`src/rtl/control_sequencer_if.sv`:
```
// rtl/control_sequencer_if.sv - decoder/datapath handshake bundle for the control sequencer
interface control_sequencer_if #(
  parameter int NUM_FUNC = 4,
  parameter int FUNC_W   = 3,
  parameter int CNT_W    = 16
);
  logic                en;
  logic [FUNC_W-1:0]   func;
  logic                halt;
  logic                resume;
  logic [NUM_FUNC-1:0] unit_done;
  logic                br_taken;
  logic [6:0]          state;
  logic [NUM_FUNC-1:0] unit_sel;
  logic                fault;
  logic [1:0]          fault_code;
  logic [CNT_W-1:0]    retired;

  modport master (
    output en, func, halt, resume, unit_done, br_taken,
    input  state, unit_sel, fault, fault_code, retired
  );

  modport slave (
    input  en, func, halt, resume, unit_done, br_taken,
    output state, unit_sel, fault, fault_code, retired
  );
endinterface

```
`src/rtl/control_sequencer.sv`:
```
// rtl/control_sequencer.sv - fetch/decode/exec/incpc control sequencer with watchdog and halt
module control_sequencer #(
  parameter int NUM_FUNC = 4,
  parameter int FUNC_W   = 3,
  parameter int TMO_W    = 8,
  parameter int TIMEOUT  = 200,
  parameter int CNT_W    = 16
) (
  input logic                clk,
  input logic                rst,
  control_sequencer_if.slave bus
);
  localparam logic [6:0] S_INIT   = 7'b0000001;
  localparam logic [6:0] S_FETCH  = 7'b0000010;
  localparam logic [6:0] S_DECODE = 7'b0000100;
  localparam logic [6:0] S_EXEC   = 7'b0001000;
  localparam logic [6:0] S_INCPC  = 7'b0010000;
  localparam logic [6:0] S_HALT   = 7'b0100000;
  localparam logic [6:0] S_FAULT  = 7'b1000000;

  localparam logic [1:0] CODE_ILLEGAL = 2'b01;
  localparam logic [1:0] CODE_TIMEOUT = 2'b10;

  // Watchdog value seen in the last permitted EXEC cycle
  localparam logic [TMO_W-1:0] WD_LAST = TMO_W'(TIMEOUT - 1);

  logic [6:0]          state_q, state_d;
  logic [NUM_FUNC-1:0] sel_q, sel_d;
  logic [TMO_W-1:0]    wd_q;
  logic [1:0]          code_q, code_d;
  logic [CNT_W-1:0]    ret_q;
  logic                retire;
  logic                sel_done;
  logic                func_legal;
  logic [NUM_FUNC-1:0] func_onehot;

  // Only the done bit of the unit latched in DECODE counts
  assign sel_done    = |(bus.unit_done & sel_q);
  assign func_legal  = (bus.func != '0) && (bus.func <= FUNC_W'(NUM_FUNC));
  // Shift amount is meaningless for func=0, but the result is only used when func_legal
  assign func_onehot = NUM_FUNC'(1) << (bus.func - FUNC_W'(1));

  // Next-state decode; unit select survives only while staying in EXEC
  always_comb begin
    state_d = S_INIT;
    sel_d   = '0;
    code_d  = code_q;
    retire  = 1'b0;
    case (state_q)
      S_INIT:   state_d = bus.en ? S_FETCH : S_INIT;
      S_FETCH:  state_d = S_DECODE;
      S_DECODE: begin
        if (bus.halt) begin
          state_d = S_HALT;
        end else if (bus.func == '0) begin
          state_d = S_INCPC;
          retire  = 1'b1;
        end else if (func_legal) begin
          state_d = S_EXEC;
          sel_d   = func_onehot;
        end else begin
          state_d = S_FAULT;
          code_d  = CODE_ILLEGAL;
        end
      end
      S_EXEC: begin
        if (sel_done) begin
          retire  = 1'b1;
          state_d = bus.br_taken ? S_FETCH : S_INCPC;
        end else if (wd_q == WD_LAST) begin
          state_d = S_FAULT;
          code_d  = CODE_TIMEOUT;
        end else begin
          state_d = S_EXEC;
          sel_d   = sel_q;
        end
      end
      S_INCPC:  state_d = bus.en ? S_FETCH : S_INIT;
      S_HALT:   state_d = bus.resume ? S_INCPC : S_HALT;
      S_FAULT:  state_d = S_FAULT;
      default:  state_d = S_INIT;
    endcase
  end

  // State, unit select, fault code, watchdog and retired counter registers
  always_ff @(posedge clk) begin
    if (rst) begin
      state_q <= S_INIT;
      sel_q   <= '0;
      code_q  <= 2'b00;
      wd_q    <= '0;
      ret_q   <= '0;
    end else begin
      state_q <= state_d;
      sel_q   <= sel_d;
      code_q  <= code_d;
      // Held at zero outside EXEC so every EXEC entry starts counting from 0
      wd_q    <= (state_q == S_EXEC) ? wd_q + TMO_W'(1) : '0;
      if (retire) ret_q <= ret_q + CNT_W'(1);
    end
  end

  assign bus.state      = state_q;
  assign bus.unit_sel   = sel_q;
  assign bus.fault      = (state_q == S_FAULT);
  assign bus.fault_code = code_q;
  assign bus.retired    = ret_q;
endmodule

```
`src/flat_wrapper.sv`:
```
// flat-port wrapper written by rule: the top's interface ports become plain ports
module control_sequencer_flat 
#(
  parameter int NUM_FUNC = 4,
  parameter int FUNC_W   = 3,
  parameter int TMO_W    = 8,
  parameter int TIMEOUT  = 200,
  parameter int CNT_W    = 16
)
  (clk, rst, bus_en, bus_func, bus_halt, bus_resume, bus_unit_done, bus_br_taken, bus_state, bus_unit_sel, bus_fault, bus_fault_code, bus_retired);
  control_sequencer_if #(.NUM_FUNC(NUM_FUNC), .FUNC_W(FUNC_W), .CNT_W(CNT_W)) bus_i ();
  input logic clk;
  input logic rst;
  input wire logic [$bits(bus_i.en)-1:0] bus_en;
  input wire logic [$bits(bus_i.func)-1:0] bus_func;
  input wire logic [$bits(bus_i.halt)-1:0] bus_halt;
  input wire logic [$bits(bus_i.resume)-1:0] bus_resume;
  input wire logic [$bits(bus_i.unit_done)-1:0] bus_unit_done;
  input wire logic [$bits(bus_i.br_taken)-1:0] bus_br_taken;
  output wire logic [$bits(bus_i.state)-1:0] bus_state;
  output wire logic [$bits(bus_i.unit_sel)-1:0] bus_unit_sel;
  output wire logic [$bits(bus_i.fault)-1:0] bus_fault;
  output wire logic [$bits(bus_i.fault_code)-1:0] bus_fault_code;
  output wire logic [$bits(bus_i.retired)-1:0] bus_retired;
  assign bus_i.en = bus_en;
  assign bus_i.func = bus_func;
  assign bus_i.halt = bus_halt;
  assign bus_i.resume = bus_resume;
  assign bus_i.unit_done = bus_unit_done;
  assign bus_i.br_taken = bus_br_taken;
  assign bus_state = bus_i.state;
  assign bus_unit_sel = bus_i.unit_sel;
  assign bus_fault = bus_i.fault;
  assign bus_fault_code = bus_i.fault_code;
  assign bus_retired = bus_i.retired;
  control_sequencer #(.NUM_FUNC(NUM_FUNC), .FUNC_W(FUNC_W), .TMO_W(TMO_W), .TIMEOUT(TIMEOUT), .CNT_W(CNT_W)) u_core (.clk(clk), .rst(rst), .bus(bus_i));
endmodule
```
`config.mk`:
```
export PLATFORM = sky130hd
export DESIGN_NAME = control_sequencer_flat
export DESIGN_NICKNAME = d
export VERILOG_FILES = /design/src/rtl/control_sequencer_if.sv /design/src/rtl/control_sequencer.sv /design/src/flat_wrapper.sv
export SDC_FILE = /design/constraint.sdc
export NUM_CORES = 1
export LEC_CHECK = 0
export CAP_MARGIN = 25
export CORE_ASPECT_RATIO = 2
export CORE_MARGIN = 5
export CORE_UTILIZATION = 62
export CTS_CLUSTER_DIAMETER = 80
export DETAILED_ROUTE_END_ITERATION = 7
export DONT_BUFFER_PORTS = 1
export PLACE_DENSITY_LB_ADDON = 0.08
export SLEW_MARGIN = 20
export SYNTH_ARGS = -nofsm -noshare
export SYNTH_HDL_FRONTEND = slang
export SYNTH_SLANG_ARGS = --single-unit
```
`constraint.sdc`:
```
create_clock -name clk -period 3.2 [get_ports clk]
set_input_delay 0.96 -clock clk [delete_from_list [all_inputs] [get_ports clk]]
set_output_delay 0.96 -clock clk [all_outputs]
set_load 0.02 [all_outputs]
```
======== Word-level counts from Yosys, hierarchy flattened ========
Index checks and enable logic that the tools add are counted.
W data, S select, Z words.
cells by class
  magnitude comparators ................... 1
  mux-type cells .......................... 25
  bitwise logic cells ..................... 2
  shift operators ......................... 1
  reduce and logical (&&, ||, !) cells .... 8
  add/subtract/negate cells ............... 3
  eq/ne operators ......................... 14
operators by type and width
  kind                     number
  $pmux W7 S6              1
  $mux W7                  5
  $mux W4                  5
  $add A16 B1 Y16 const B  1
  $mux W2                  6
  $add A8 B1 Y8 const B    1
  $eq A8 B8 Y1 const B     1
  $ne A2 B2 Y1 const B     4
  $pmux W4 S2              1
  $eq A7 B1 Y1 const B     1
  $eq A7 B2 Y1 const B     1
  $eq A7 B3 Y1 const B     1
  $eq A7 B4 Y1 const B     1
  $eq A7 B5 Y1 const B     1
  $eq A7 B6 Y1 const B     1
  $eq A7 B7 Y1 const B     1
  $mux W6                  1
  $reduce_and A6 Y1        1
  $mux W5                  1
  $and A4 B4 Y4            1
  $pmux W2 S2              1
  $reduce_or A2 Y1         2
  $reduce_or A4 Y1         1
  $shl A1 B3 Y4 const A    1
  other kinds (11)         13
storage, ports and cells
  word-level logic and storage cells ...... 59
  register bits ........................... 37
  input bits .............................. 13
  output and inout bits ................... 30

======== Depth between registers and ports, before layout ========
  depth after elaboration ................. 6
  depth in mapped cells ................... 7
  gate-level depth less buffers ........... 6

======== Least setup slack after synthesis ========
OpenSTA, ideal clock, no wires.
  path kind ............................... input port to flip-flop
  from .................................... in bus_func[1]
  to ...................................... reg u_core.ret_q[11], in the netlist u_core.bus.retired[11]
  buffers on the path ..................... 1
  slack ................................... 0.755 ns
  stages .................................. 7
  arrival time ............................ 2.375 ns
  library setup time ...................... 0.070 ns
  data required time ...................... 3.130 ns
  path through ............................ nor2_1 -> ha_1 -> and2_1 -> buf_2 -> o211ai_1 -> or4_1 -> a21oi_1
between the ends
  word-level cells in the longest chain between the ends .. 4
ends and longest elaborated chain
  item                  RTL line                 text
  start, declared       flat_wrapper.sv:15       input wire logic [$bits(bus_i.func)-1:0] bus_func;
  $logic_not A3 Y1      control_sequencer.sv:55  end else if (bus.func == '0) begin
  $mux W1               control_sequencer.sv:55
  $mux W1               control_sequencer.sv:53  if (bus.halt) begin
  $pmux W1 S2           control_sequencer.sv:49  case (state_q)
  end signal, assigned  control_sequencer.sv:99  if (retire) ret_q <= ret_q + CNT_W'(1);
  end, declared         control_sequencer.sv:31  logic [CNT_W-1:0] ret_q;
No other way between the ends.
A chain may end at the register's enable or synchronous reset.

======== Worst setup path in the final report ========
  from .................................... reg u_core.state_q[1], in the netlist u_core.bus.state[1]
  to ...................................... out bus_fault
between the ends
  word-level cells in the longest chain between the ends .. 1
ends and longest elaborated chain
  item                    RTL line                  text
  start, declared         control_sequencer.sv:27   logic [6:0] state_q, state_d;
  start signal, assigned  control_sequencer.sv:94   state_q <= state_d;
  $eq A7 B7 Y1            control_sequencer.sv:105  assign bus.fault = (state_q == S_FAULT);
  end, declared           flat_wrapper.sv:22        output wire logic [$bits(bus_i.fault)-1:0] bus_fault;
No other way between the ends.

==> parameters.txt <==
Parameter                              Value

Run status
  Status    completed

Final layout
  Multi-input gate area in the final layout    0.00102 mm^2
  Core utilization of the finished layout    0.675
  Antenna cell count    0
  Non-Filler Instances    242
  Post-synthesis to final-layout area growth    6.59%
  Cell area after layout    0.00196 mm^2
  Area taken by flip-flops and latches    741 um^2
  Nets    228
  Fraction of layout cells with a size suffix above 1    0.0802
  Total of fill cells in the finished design    261

Clocking
  Number of buffers inserted for hold repair after clock tree synthesis    0
  Clock Tree Buf Depth    2
  Clock transition at the registers of the reported paths    70 ps
  Total CTS buffers    5
  Clock insertion delay at the later pin of the skew report    290 ps
  Resize count post-CTS    0
  Total setup buffers inserted after CTS    0
  CTS tree    yes
  Sink Count    37
  Number of H-tree branching levels    2
  CTS root buffer    sky130_fd_sc_hd__clkbuf_8

Yosys
  Synth async-reset ratio    0
  Synthesized-area fraction occupied by xor and xnor cells    0.0904
  Cell taking the most area after synthesis    sky130_fd_sc_hd__dfxtp_1
  Post-synth cell types    44
  Ys flop type    sky130_fd_sc_hd__dfxtp_1
  Largest family of logic cells by synthesized area    simple AND/OR/NAND/NOR gates
  Simple-gate share of the synthesized area    0.268
  Net count of the mapped netlist    229
  Portion of synthesized cell area occupied by the leading cell type    0.402
  Mean cell area of the mapped netlist    8.69 um^2
  Cell with the most instances after synthesis    sky130_fd_sc_hd__dfxtp_1
  Synthesized-area fraction occupied by ao, oa, aoi and oai cells    0.164
  Adder and majority cell fraction of the synthesized area    0.0272
  Count of synthesis-stage warnings from yosys    0
  Main area contributors after synthesis    sky130_fd_sc_hd__dfxtp_1 (40%), sky130_fd_sc_hd__xor2_1 (6.7%), sky130_fd_sc_hd__nor2_1 (5.5%)
  Synth top cells by count    sky130_fd_sc_hd__dfxtp_1 (37), sky130_fd_sc_hd__nor2_1 (27), sky130_fd_sc_hd__xor2_1 (14)
  Number of synthesized register bits    37
  EDFF count, synth    0
  Part of the Yosys area used for sequential elements    0.402
  Number of instances in the synthesized netlist    212
  Fraction of synthesized area in multiplexers    0.00543
  Area of the mapped netlist    0.00184 mm^2

Place
  Final weighted congestion in routability-driven placement    0.785
  Placed cell areas    0.00185 mm^2
  IO Port Bufs    0
  Final HPWL DP    3290 um
  Post-Place Setup Slack    527 ps
  Placed Cells    234

STA
  RSZ-0062 raised after global routing    no
  Relative max-transition margin    0.619
  Portion of the clock cycle consumed by the worst path in the final layout    0.773
  Maximum clock frequency    0.404 GHz
  Slew Viols, Final    0
  Hold WS    447 ps
  Clock period minus final worst setup slack    2480 ps
  Actual slew at the worst max-slew pin    566 ps
  Clk_skew    7.09 ps
  Setup TNS after final layout    0 ps
  Final Hold Vio Count    0
  Final setup violation count    0
  Smallest setup slack after layout    725 ps

Critical path
  Arrival time of data at the critical path endpoint    1520 ps
  Critical Path, Cell by Cell    nor3_1, nand2_1, nor3b_1, buf_4
  Buf+Inv Stages, Crit Path    1
  Critical Path Slowest Stage Cell    sky130_fd_sc_hd__dfxtp_1
  Worst reg2reg setup slack    850 ps
  Top cell family by delay on the critical path    simple AND/OR/NAND/NOR gates
  R2R depth    5
  Delay of the slowest cell on the worst path    500 ps
  Reg2Reg Capture Point    u_core.bus.retired[5]$_SDFFE_PP0P_
  Type of the worst setup path    reg -> out
  Worst Path Required    2240 ps
  Crit-path max FO    11
  R2r startpoint    u_core.bus.state[2]$_SDFF_PP0_
  Startpoint type of the worst setup path    flip-flop
  Crit end category    primary output

Drt
  Detailed-route DRC error count    0
  Detailed Route Iter0 Violations    38
  Average vias per placed instance    6.55
  Number of iterations in the first detailed-routing pass    4
  Via count of the routed design    1,585
  Total wire length    4330 um
  Post-detailed-route count of antenna-violating nets    0
  Avg WL per Cell    17.9 um

GRT
  Overall track demand over capacity in global routing    0.206
  Maximum number of pins on one net before global-route repair    25
  Number of antenna violations at the first check in global routing    0
  Global-route wire length before repair    7070 um
  GRT Residual Overflow    0
  Vias in the first global route    1,621

Die
  I/O pin count    43
  Vertical die dimension    87.1 um
  Area of the die    0.00423 mm^2
  Standard-cell rows    28
  Horizontal extent of the die    48.5 um
  Floorplan core area    0.00291 mm^2
  Effective utilization at floorplan    0.633

Worst hold path
  Endpoint with the worst hold slack    u_core.wd_q[0]$_SDFF_PP0_
  Hold path startpoint    u_core.wd_q[0]$_SDFF_PP0_
  Worst hold path cell count    1
  Class of the tightest hold or removal check    reg -> reg

Pwr
  Total power    948 uW
  Power per cell area    483 mW/mm^2
  Static Leakage    0.678 nW
  Worst vdd rail ir drop    0.323 mV

Job
  Max-cap check violation count    0
==> flip-flops by register name (all words and copies together), names as in the netlist <==
name	count
u_core.bus.unit_sel	4
u_core.bus.fault_code	2
u_core.bus.state	7
u_core.wd_q	8
u_core.bus.retired	16
==> metal layers <==
metal  wire length, um  vias to the layer above  part of all wire  track usage
met1              1510                      758              0.35        0.179
met4               130                        0             0.030        0.123
met2              2420                       49              0.56        0.388
li1                  -                      765                 -            -
met5                 0                        -                 0            0
met3               265                       13             0.061       0.0720
==> how the worst max path moves through the flow <==
| stage | start | endpoint | cells past startpoint |
|---|---|---|---|
| global route | u_core.bus.state[1]$_SDFF_PP0_ | bus_fault | 4 |
| CTS | u_core.bus.state[1]$_SDFF_PP0_ | bus_fault | 4 |
| detailed placement | bus_func[1] | u_core.bus.retired[5]$_SDFFE_PP0P_ | 6 |
| finish | u_core.bus.state[1]$_SDFF_PP0_ | bus_fault | 4 |
| global placement | bus_func[1] | u_core.bus.retired[8]$_SDFFE_PP0P_ | 6 |
| floorplan | bus_func[1] | u_core.bus.retired[11]$_SDFFE_PP0P_ | 7 |
==> logic make-up (layout without fill, tap and decap cells) <==
group	Yosys count	count (layout)
muxes	1	1
buffers and inverters	18	18
adders and majority gates	4	4
xor gates and xnor gates	19	19
and+or+nand+nor	91	91
AOI/OAI and AO/OA	42	42
DFF	37	37
==> power by group <==
group	switching, mW	leakage [nW]	internal (mW)
Clock	0.167	0.0585	0.254
Sequential	0.0152	0.298	0.464
Combinational	0.0279	0.322	0.0205
Total	0.210	0.678	0.739
==> cells in the final DEF, fill, tap and decap left out, types with 5 or more instances in the layout <==
master                       n
sky130_fd_sc_hd__nor3_1      7
sky130_fd_sc_hd__dfxtp_1    37
sky130_fd_sc_hd__xor2_1     14
sky130_fd_sc_hd__o2111ai_1   6
sky130_fd_sc_hd__xnor2_1     5
sky130_fd_sc_hd__a21oi_1    11
sky130_fd_sc_hd__nand3_1     9
sky130_fd_sc_hd__clkbuf_8    6
sky130_fd_sc_hd__inv_1       8
sky130_fd_sc_hd__nor2_1     27
sky130_fd_sc_hd__nand2_1    12
sky130_fd_sc_hd__nor4_1      6
==> layout make-up <==
| type | instances | area share |
|---|---|---|
| tap | 30 | 0.0191 |
| clock buffer | 7 | 0.0440 |
| multi-input combinational | 157 | 0.521 |
| timing repair buffer | 2 | 0.00765 |
| inverter | 8 | 0.0153 |
| sequential | 37 | 0.377 |
| clock inverter | 1 | 0.0153 |
(Power assumes the default switching activity.)
